$ cat src/rtl/mem_stage_pkg.sv
// Shared types and constants for the MEM-stage load/store unit.
package mem_stage_pkg;

  typedef enum logic [1:0] {SZ_B = 2'd0, SZ_H = 2'd1, SZ_W = 2'd2, SZ_D = 2'd3} size_e;

  typedef enum logic [0:0] {IDLE = 1'b0, RMW_WR = 1'b1} lsu_state_e;

  localparam int unsigned MEM_BYTES = 256;
  localparam int unsigned MAX_ADDR  = MEM_BYTES - 8;

endpackage

$ cat src/rtl/lsu_extend.sv
// Size lane logic: sign/zero extension of a load, or merging store bytes into an old doubleword.
module lsu_extend
  import mem_stage_pkg::*;
#(
  parameter int unsigned DATA_W = 64
) (
  input  size_e             size,
  input  logic              sgn,
  input  logic              merge,
  input  logic [DATA_W-1:0] din,
  input  logic [DATA_W-1:0] wdata,
  output logic [DATA_W-1:0] res
);

  logic [DATA_W-1:0] mask;
  logic              sbit;

  always_comb begin
    mask = '1;
    sbit = 1'b0;
    unique case (size)
      SZ_B: begin
        mask = {{(DATA_W-8){1'b0}}, 8'hFF};
        sbit = din[7];
      end
      SZ_H: begin
        mask = {{(DATA_W-16){1'b0}}, 16'hFFFF};
        sbit = din[15];
      end
      SZ_W: begin
        mask = {{(DATA_W-32){1'b0}}, 32'hFFFF_FFFF};
        sbit = din[31];
      end
      SZ_D: begin
        mask = '1;
        sbit = 1'b0;
      end
    endcase

    if (merge) begin
      res = (din & ~mask) | (wdata & mask);
    end else if (sgn && sbit) begin
      res = (din & mask) | ~mask;
    end else begin
      res = din & mask;
    end
  end

endmodule

$ cat src/rtl/mem_stage_lsu.sv
// MEM-stage load/store unit: 1-cycle loads, direct dword stores, 2-cycle read-modify-write
// for sub-dword stores against a memory that only writes whole 8-byte groups.
module mem_stage_lsu
  import mem_stage_pkg::*;
#(
  parameter int unsigned ADDR_W    = 64,
  parameter int unsigned DATA_W    = 64,
  parameter int unsigned MEM_BYTES = 256,
  parameter int unsigned REG_W     = 5
) (
  input  logic              clk,
  input  logic              reset,
  input  logic              req_valid,
  input  logic              req_load,
  input  logic              req_store,
  input  logic [1:0]        req_size,
  input  logic              req_signed,
  input  logic [ADDR_W-1:0] req_addr,
  input  logic [DATA_W-1:0] req_wdata,
  input  logic [REG_W-1:0]  req_rd,
  output logic              stall,
  output logic [ADDR_W-1:0] dm_adr,
  output logic [DATA_W-1:0] dm_datain,
  output logic              dm_w,
  output logic              dm_r,
  input  logic [DATA_W-1:0] dm_dataout,
  output logic              wb_valid,
  output logic [DATA_W-1:0] wb_data,
  output logic [REG_W-1:0]  wb_rd,
  output logic              fault
);

  localparam logic [ADDR_W-1:0] MaxAddr = ADDR_W'(MEM_BYTES - 8);

  lsu_state_e        state_q, state_d;
  logic              wb_valid_q, wb_valid_d;
  logic [DATA_W-1:0] wb_data_q;
  logic [REG_W-1:0]  wb_rd_q;
  logic              fault_q, fault_d;
  logic [DATA_W-1:0] merge_q;
  logic [ADDR_W-1:0] addr_q;
  logic              capture;
  logic              illegal;
  logic [DATA_W-1:0] load_ext;
  logic [DATA_W-1:0] merge_res;
  size_e             size;

  assign size    = size_e'(req_size);
  assign illegal = req_valid & ((req_addr > MaxAddr) | (req_load == req_store));

  lsu_extend #(.DATA_W(DATA_W)) u_load_ext (
    .size  (size),
    .sgn   (req_signed),
    .merge (1'b0),
    .din   (dm_dataout),
    .wdata ('0),
    .res   (load_ext)
  );

  lsu_extend #(.DATA_W(DATA_W)) u_merge (
    .size  (size),
    .sgn   (1'b0),
    .merge (1'b1),
    .din   (dm_dataout),
    .wdata (req_wdata),
    .res   (merge_res)
  );

  always_comb begin
    state_d    = state_q;
    stall      = 1'b0;
    dm_w       = 1'b0;
    dm_r       = 1'b0;
    dm_adr     = req_addr;
    dm_datain  = req_wdata;
    wb_valid_d = 1'b0;
    fault_d    = 1'b0;
    capture    = 1'b0;

    unique case (state_q)
      IDLE: begin
        if (illegal) begin
          fault_d = 1'b1;
        end else if (req_valid && req_load) begin
          dm_r       = 1'b1;
          wb_valid_d = 1'b1;
        end else if (req_valid && size == SZ_D) begin
          dm_w = 1'b1;
        end else if (req_valid) begin
          dm_r    = 1'b1;
          stall   = 1'b1;
          capture = 1'b1;
          state_d = RMW_WR;
        end
      end
      RMW_WR: begin
        dm_w      = 1'b1;
        dm_adr    = addr_q;
        dm_datain = merge_q;
        state_d   = IDLE;
      end
    endcase

    // Memory controls must go quiet immediately, not at the next edge.
    if (reset) begin
      stall = 1'b0;
      dm_w  = 1'b0;
      dm_r  = 1'b0;
    end
  end

  always_ff @(posedge clk or posedge reset) begin
    if (reset) begin
      state_q    <= IDLE;
      wb_valid_q <= 1'b0;
      wb_data_q  <= '0;
      wb_rd_q    <= '0;
      fault_q    <= 1'b0;
      merge_q    <= '0;
      addr_q     <= '0;
    end else begin
      state_q    <= state_d;
      wb_valid_q <= wb_valid_d;
      fault_q    <= fault_d;
      if (wb_valid_d) begin
        wb_data_q <= load_ext;
        wb_rd_q   <= req_rd;
      end
      if (capture) begin
        merge_q <= merge_res;
        addr_q  <= req_addr;
      end
    end
  end

  assign wb_valid = wb_valid_q;
  assign wb_data  = wb_data_q;
  assign wb_rd    = wb_rd_q;
  assign fault    = fault_q;

endmodule

$ cat config.mk
export PLATFORM = sky130hd
export DESIGN_NAME = mem_stage_lsu
export DESIGN_NICKNAME = d
export VERILOG_FILES = /design/src/rtl/mem_stage_pkg.sv /design/src/rtl/lsu_extend.sv /design/src/rtl/mem_stage_lsu.sv
export SDC_FILE = /design/constraint.sdc
export NUM_CORES = 1
export LEC_CHECK = 0
export CORE_MARGIN = 3
export CORE_UTILIZATION = 45
export CTS_CLUSTER_DIAMETER = 150
export CTS_CLUSTER_SIZE = 14
export DETAILED_ROUTE_END_ITERATION = 8
export PLACE_DENSITY = 0.79
export SETUP_SLACK_MARGIN = 0.5
export SLEW_MARGIN = 25
export SYNTH_ARGS = -nofsm -noshare
export SYNTH_HDL_FRONTEND = slang
export SYNTH_HIERARCHICAL = 1
export SYNTH_SLANG_ARGS = --single-unit
$ cat constraint.sdc
create_clock -name clk -period 7.8 [get_ports clk]
set_input_delay 0.78 -clock clk [delete_from_list [all_inputs] [get_ports clk]]
set_output_delay 0.78 -clock clk [all_outputs]
set_load 0.005 [all_outputs]
Yosys cells after proc, flatten, opt, wreduce, memory -nomap -nowiden
Cells that the tools add are included.
- input port bits: 205
- bits in registers: 200
- word-level logic and storage cells: 51
- output and inout port bits: 202
- muxes and demuxes: 26
- eq/ne operators: 4
- magnitude comparators: 1
- bitwise logic cells: 9
- reductions and logical operators: 4
- operators with widths (cell ; number):
    $pmux 64 s4 ; 1
    $and 64x64->64 ; 3
    $mux 64 ; 3
    $or 64x64->64 ; 2
    $gt 64x8->1 const B ; 1
    $not 64->64 ; 1
    $mux 1 ; 19
    $eq 2x2->1 const B ; 2
    $pmux 1 s2 ; 2
    $pmux 1 s4 ; 1
    $logic_and 1x1->1 ; 3
    $eq 2x1->1 const B ; 1
    $logic_not 2->1 ; 1
    $and 1x1->1 ; 1
    $eq 1x1->1 ; 1
    $not 1->1 ; 1
    $or 1x1->1 ; 1

Longest topological paths before layout
- depth in word-level cells: 7
- gate-level depth with buffers: 7
- mapped depth without buffers: 5

Modules after synthesis
Netlist, hierarchy kept.
- by module, submodules not included (module ; instances ; area an instance (µm²) ; seq. area each (µm²) ; cells an instance):
    mem_stage_lsu ; 1 ; 8914.8 ; 5004.8 ; 608
    lsu_extend ; 2 ; 1579.0 ; 0.0 ; 258

Least setup slack after synthesis
No wires, ideal clock.
- path type: input to output
- from: input port req_addr[33]
- to: output port dm_r
- arrival time: 1.758 ns
- path slack: 5.262 ns
- buffers on the path: 0
- data required time: 7.020 ns
- stages on the path: 5
- cells stage by stage: nor4_1 -> nand4_1 -> nor2_1 -> nand3_1 -> nor4_1
- longest elaborated chain between the ends: 6
- RTL lines (element ; line ; RTL):
    start: declaration ; mem_stage_lsu.sv:18 ; input logic [ADDR_W-1:0] req_addr,
    $gt 64x8->1 ; mem_stage_lsu.sv:49 ; assign illegal = req_valid & ((req_addr > MaxAddr) | (req_load == req_store));
    $or 1x1->1 ; mem_stage_lsu.sv:49 ;
    $and 1x1->1 ; mem_stage_lsu.sv:49 ;
    $mux 1 ; mem_stage_lsu.sv:82 ; if (illegal) begin
    $mux 1 ; mem_stage_lsu.sv:80 ; unique case (state_q)
    $mux 1 ; mem_stage_lsu.sv:105 ; if (reset) begin
    end: declaration ; mem_stage_lsu.sv:25 ; output logic dm_r,
No other way between the ends.

Worst setup path in the final report
- from: input port req_addr[36]
- to: output port stall
- longest elaborated chain between the ends: 6
- RTL lines (element ; line ; RTL):
    $gt 64x8->1 ; mem_stage_lsu.sv:49 ;
    $or 1x1->1 ; mem_stage_lsu.sv:49 ;
    $and 1x1->1 ; mem_stage_lsu.sv:49 ;
    $mux 1 ; mem_stage_lsu.sv:82 ;
    $mux 1 ; mem_stage_lsu.sv:80 ;
    $mux 1 ; mem_stage_lsu.sv:105 ;
    end: declaration ; mem_stage_lsu.sv:21 ; output logic stall,
No other way between the ends.

==> results.sh <==
export IMPL_status="finished clean"
export IMPL_numCtsBuffers=17
export IMPL_syn_avg_cell_area_um2=10.74
export IMPL_port_buffers=406
export IMPL_grt_pass1_wl_um=58260
export IMPL_tightestPinTransition_ns=1.101
export IMPL_syn_inst=1124
export IMPL_cp_arrival_ns=3.12
export IMPL_wl_per_cell_um=20.11
export IMPL_cts_setup_buffers=0
export IMPL_insertion_delay_ns=0.44
export IMPL_start_util_pct=46.07
export IMPL_cap_violations=0
export IMPL_synthFlopType="dfrtp_1"
export IMPL_fp_row_count=59
export IMPL_drt_total_wl_um=37810
export IMPL_ant_nets=0
export IMPL_layout_nets=1735
export IMPL_min_period_ns=3.902
export IMPL_hold_path_class="flop to flop"
export IMPL_crit_family="simple AND/OR/NAND/NOR gates"
export IMPL_die_area_um2=28830
export IMPL_synthArstFlopShare_pct=100.0
export IMPL_hold_buffers=0
export IMPL_synth_edf_count=0
export IMPL_p_total_w=0.002384
export IMPL_synth_compound_area_share_pct=12.09
export IMPL_vias=10356
export IMPL_max_slew_margin_pct=26.59
export IMPL_area_growth_pct=40.71
export IMPL_postLayoutCellArea_um2=16990
export IMPL_cts_buffer_depth=2
export IMPL_synth_top_family_by_area="multiplexers"
export IMPL_yosys_area_share_adder_pct=0
export IMPL_pin_count=407
export IMPL_setup_violations=0
export IMPL_post_cts_resized=0
export IMPL_gp_congestion=0.8106
export IMPL_multi_input_area_um2=6749
export IMPL_clock_sinks=200
export IMPL_max_clock_freq_mhz=256.3
export IMPL_crit_chain="clkdlybuf4s50_1 -> nor4_1 -> nand2_1 -> nor2_1 -> nand3_1 -> nor4_1 -> clkdlybuf4s50_1"
export IMPL_syn_area_um2=12070
export IMPL_peakVddDrop_v=0.0001422
export IMPL_firstDrtPassIters=5
export IMPL_die_h_um=169.8
export IMPL_path_class="primary input to primary output"
export IMPL_drv_slew=0
export IMPL_grt_usage_pct=25.50
export IMPL_post_dp_hpwl_um=26270
export IMPL_grt_max_degree=130
export IMPL_vias_per_cell=5.509
export IMPL_synthXorXnorAreaFrac_pct=0.3627
export IMPL_htreeDepth=4
export IMPL_layout_drive_gt1_share_pct=18.86
export IMPL_cts_tree="done"
export IMPL_hold_violations=0
export IMPL_ys_warn_count=6
export IMPL_cts_root_buf="clkbuf_16"
export IMPL_synthMuxAreaShare_pct=30.11
export IMPL_grt_overflow=0
export IMPL_ys_types=45
export IMPL_cp_max_fo=5
export IMPL_power_density_nw_per_um2=140.3
export IMPL_start_kind="primary input"
export IMPL_fillers=2094
export IMPL_leakage_nw=7.679
export IMPL_path_buf_inv=2
export IMPL_fp_dieW_um=169.8
export IMPL_crit_required_ns=7.02
export IMPL_register_area_um2=5009
export IMPL_period_share_pct=50.02
export IMPL_drc_errors=0
export IMPL_cts_clk_slew_worst_paths_ns=0.08
export IMPL_critical_path_slowest_cell="clkdlybuf4s50_1"
export IMPL_antenna_found_initial=2
export IMPL_slowest_delay_ns=0.62
export IMPL_skew_ns=0.02082
export IMPL_dpl_cell_area_um2=16340
export IMPL_ys_seq_area_share_pct=41.46
export IMPL_post_route_util_pct=64.82
export IMPL_cp_end_kind="primary output"
export IMPL_yosys_area_share_simple_pct=11.14
export IMPL_core_region_area_um2=26210
export IMPL_rsz0062_at_grt="no"
export IMPL_first_global_vias=10400
export IMPL_tns_ns=0
export IMPL_synth_seq_cells=200
export IMPL_drt_iter0_drc=622
stage by stage:
stage	cells	hold WS [ns]	setup WS [ns]
2_1_floorplan	1192	0.4474	1.566
3_3_place_gp	1845	0.4631	3.633
3_5_place_dp	1845	0.4674	3.526
4_1_cts	1877	0.4894	3.741
5_1_grt	1880	0.5016	3.730
6_report	1880	0.4847	3.898
synth_stat cells (2+ instances only):
master / instances / share of area [%]
and2_2: 2 / 0.12
buf_1: 5 / 0.16
nor2b_1: 2 / 0.10
dfrtp_1: 200 / 41
o21bai_1: 2 / 0.12
o21ai_0: 15 / 0.62
mux2_1: 54 / 5.0
and2_1: 56 / 2.9
nor2_1: 2 / 0.062
mux2_4: 22 / 2.7
o31a_1: 2 / 0.15
a32oi_1: 62 / 4.5
o21a_1: 3 / 0.19
o221ai_1: 2 / 0.15
mux2i_1: 32 / 2.7
a21oi_1: 63 / 2.6
mux2_2: 211 / 20
a31oi_4: 4 / 0.70
buf_2: 32 / 1.3
buf_4: 11 / 0.68
nor3_1: 2 / 0.083
a2111o_1: 2 / 0.19
inv_1: 9 / 0.28
nor4_1: 16 / 0.83
nor2_2: 2 / 0.10
conb_1: 2 / 0.062
clkbuf_1: 36 / 1.1
a22oi_1: 32 / 2.0
nand3_1: 3 / 0.12
a31oi_1: 14 / 0.73
nand4_1: 4 / 0.21
buf_6: 13 / 1.2
and4b_2: 2 / 0.19
nand2_1: 190 / 5.9
or2_2: 2 / 0.10
xnor2_1: 4 / 0.29
worst paths after layout:
| check | startpoint | end | slack [ns] | cells past startpoint |
|---|---|---|---|---|
| min in group asynchronous | reset | fault$_DFF_PP0_ | 1.05 | 2 |
| max in group asynchronous | reset | state_q$_DFF_PP0_ | 5.49 | 3 |
| min | addr_q[61]$_DFFE_PP0P_ | addr_q[61]$_DFFE_PP0P_ | 0.48 | 1 |
| max | req_addr[36] | stall | 3.90 | 7 |
| max reg2reg | state_q$_DFF_PP0_ | merge_q[59]$_DFFE_PP0P_ | 4.40 | 7 |
| min reg2reg | addr_q[61]$_DFFE_PP0P_ | addr_q[61]$_DFFE_PP0P_ | 0.48 | 1 |
registers in the layout (all words and copies together) (netlist names):
name	flops
state_q	1
fault	1
merge_q	64
addr_q	64
wb_data	64
wb_rd	5
wb_valid	1
area by class of cell:
cell class	instances	area share [%]
clock buffer	18	2.526
sequential	200	29.48
multi-input combinational	886	39.73
inverter	9	0.2431
antenna	2	0.02946
timing repair buffer	416	24.48
tap	335	2.467
clock inverter	14	1.046
per-layer routing:
metal / share of wire (%) / GRT usage (%) / up-vias
li1: - / - / 4853
met1: 41 / 32.32 / 5035
met2: 49 / 42.47 / 409
met3: 7.4 / 6.219 / 59
met4: 2.8 / 9.424 / 0
met5: 0 / 0 / -
cells in the final DEF (no fill, tap or decap), types with 3 or more instances in the layout:
| cell type | instances |
|---|---|
| clkbuf_16 | 17 |
| mux2_2 | 211 |
| a31oi_4 | 4 |
| nand4_1 | 4 |
| and2_1 | 56 |
| dfrtp_1 | 199 |
| nand3_1 | 3 |
| o21ai_0 | 15 |
| clkinv_4 | 3 |
| o21a_1 | 3 |
| clkinv_8 | 6 |
| conb_1 | 70 |
| inv_1 | 8 |
| nand2_1 | 189 |
| a21oi_1 | 63 |
| a31oi_1 | 14 |
| xnor2_1 | 4 |
| mux2_1 | 54 |
| mux2i_1 | 32 |
| mux2_4 | 22 |
| a32oi_1 | 62 |
| inv_6 | 3 |
| a22oi_1 | 32 |
| clkdlybuf4s50_1 | 405 |
| buf_4 | 8 |
| nor4_1 | 16 |
logic make-up after synthesis:
group | count (synthesis)
muxes | 319
other | 2
and+or+nand+nor | 289
xor gates and xnor gates | 5
buffers and inverters | 106
AOI/OAI and AO/OA | 203
DFF | 200
power by group:
| group | switching [W] | internal (W) | total [W] |
|---|---|---|---|
| registers | 0.0000000616 | 0.00104 | 0.00104 |
| logic | 0.000203 | 0.000238 | 0.000441 |
| clock network | 0.000470 | 0.000437 | 0.000907 |
(Power assumes the default switching activity.)
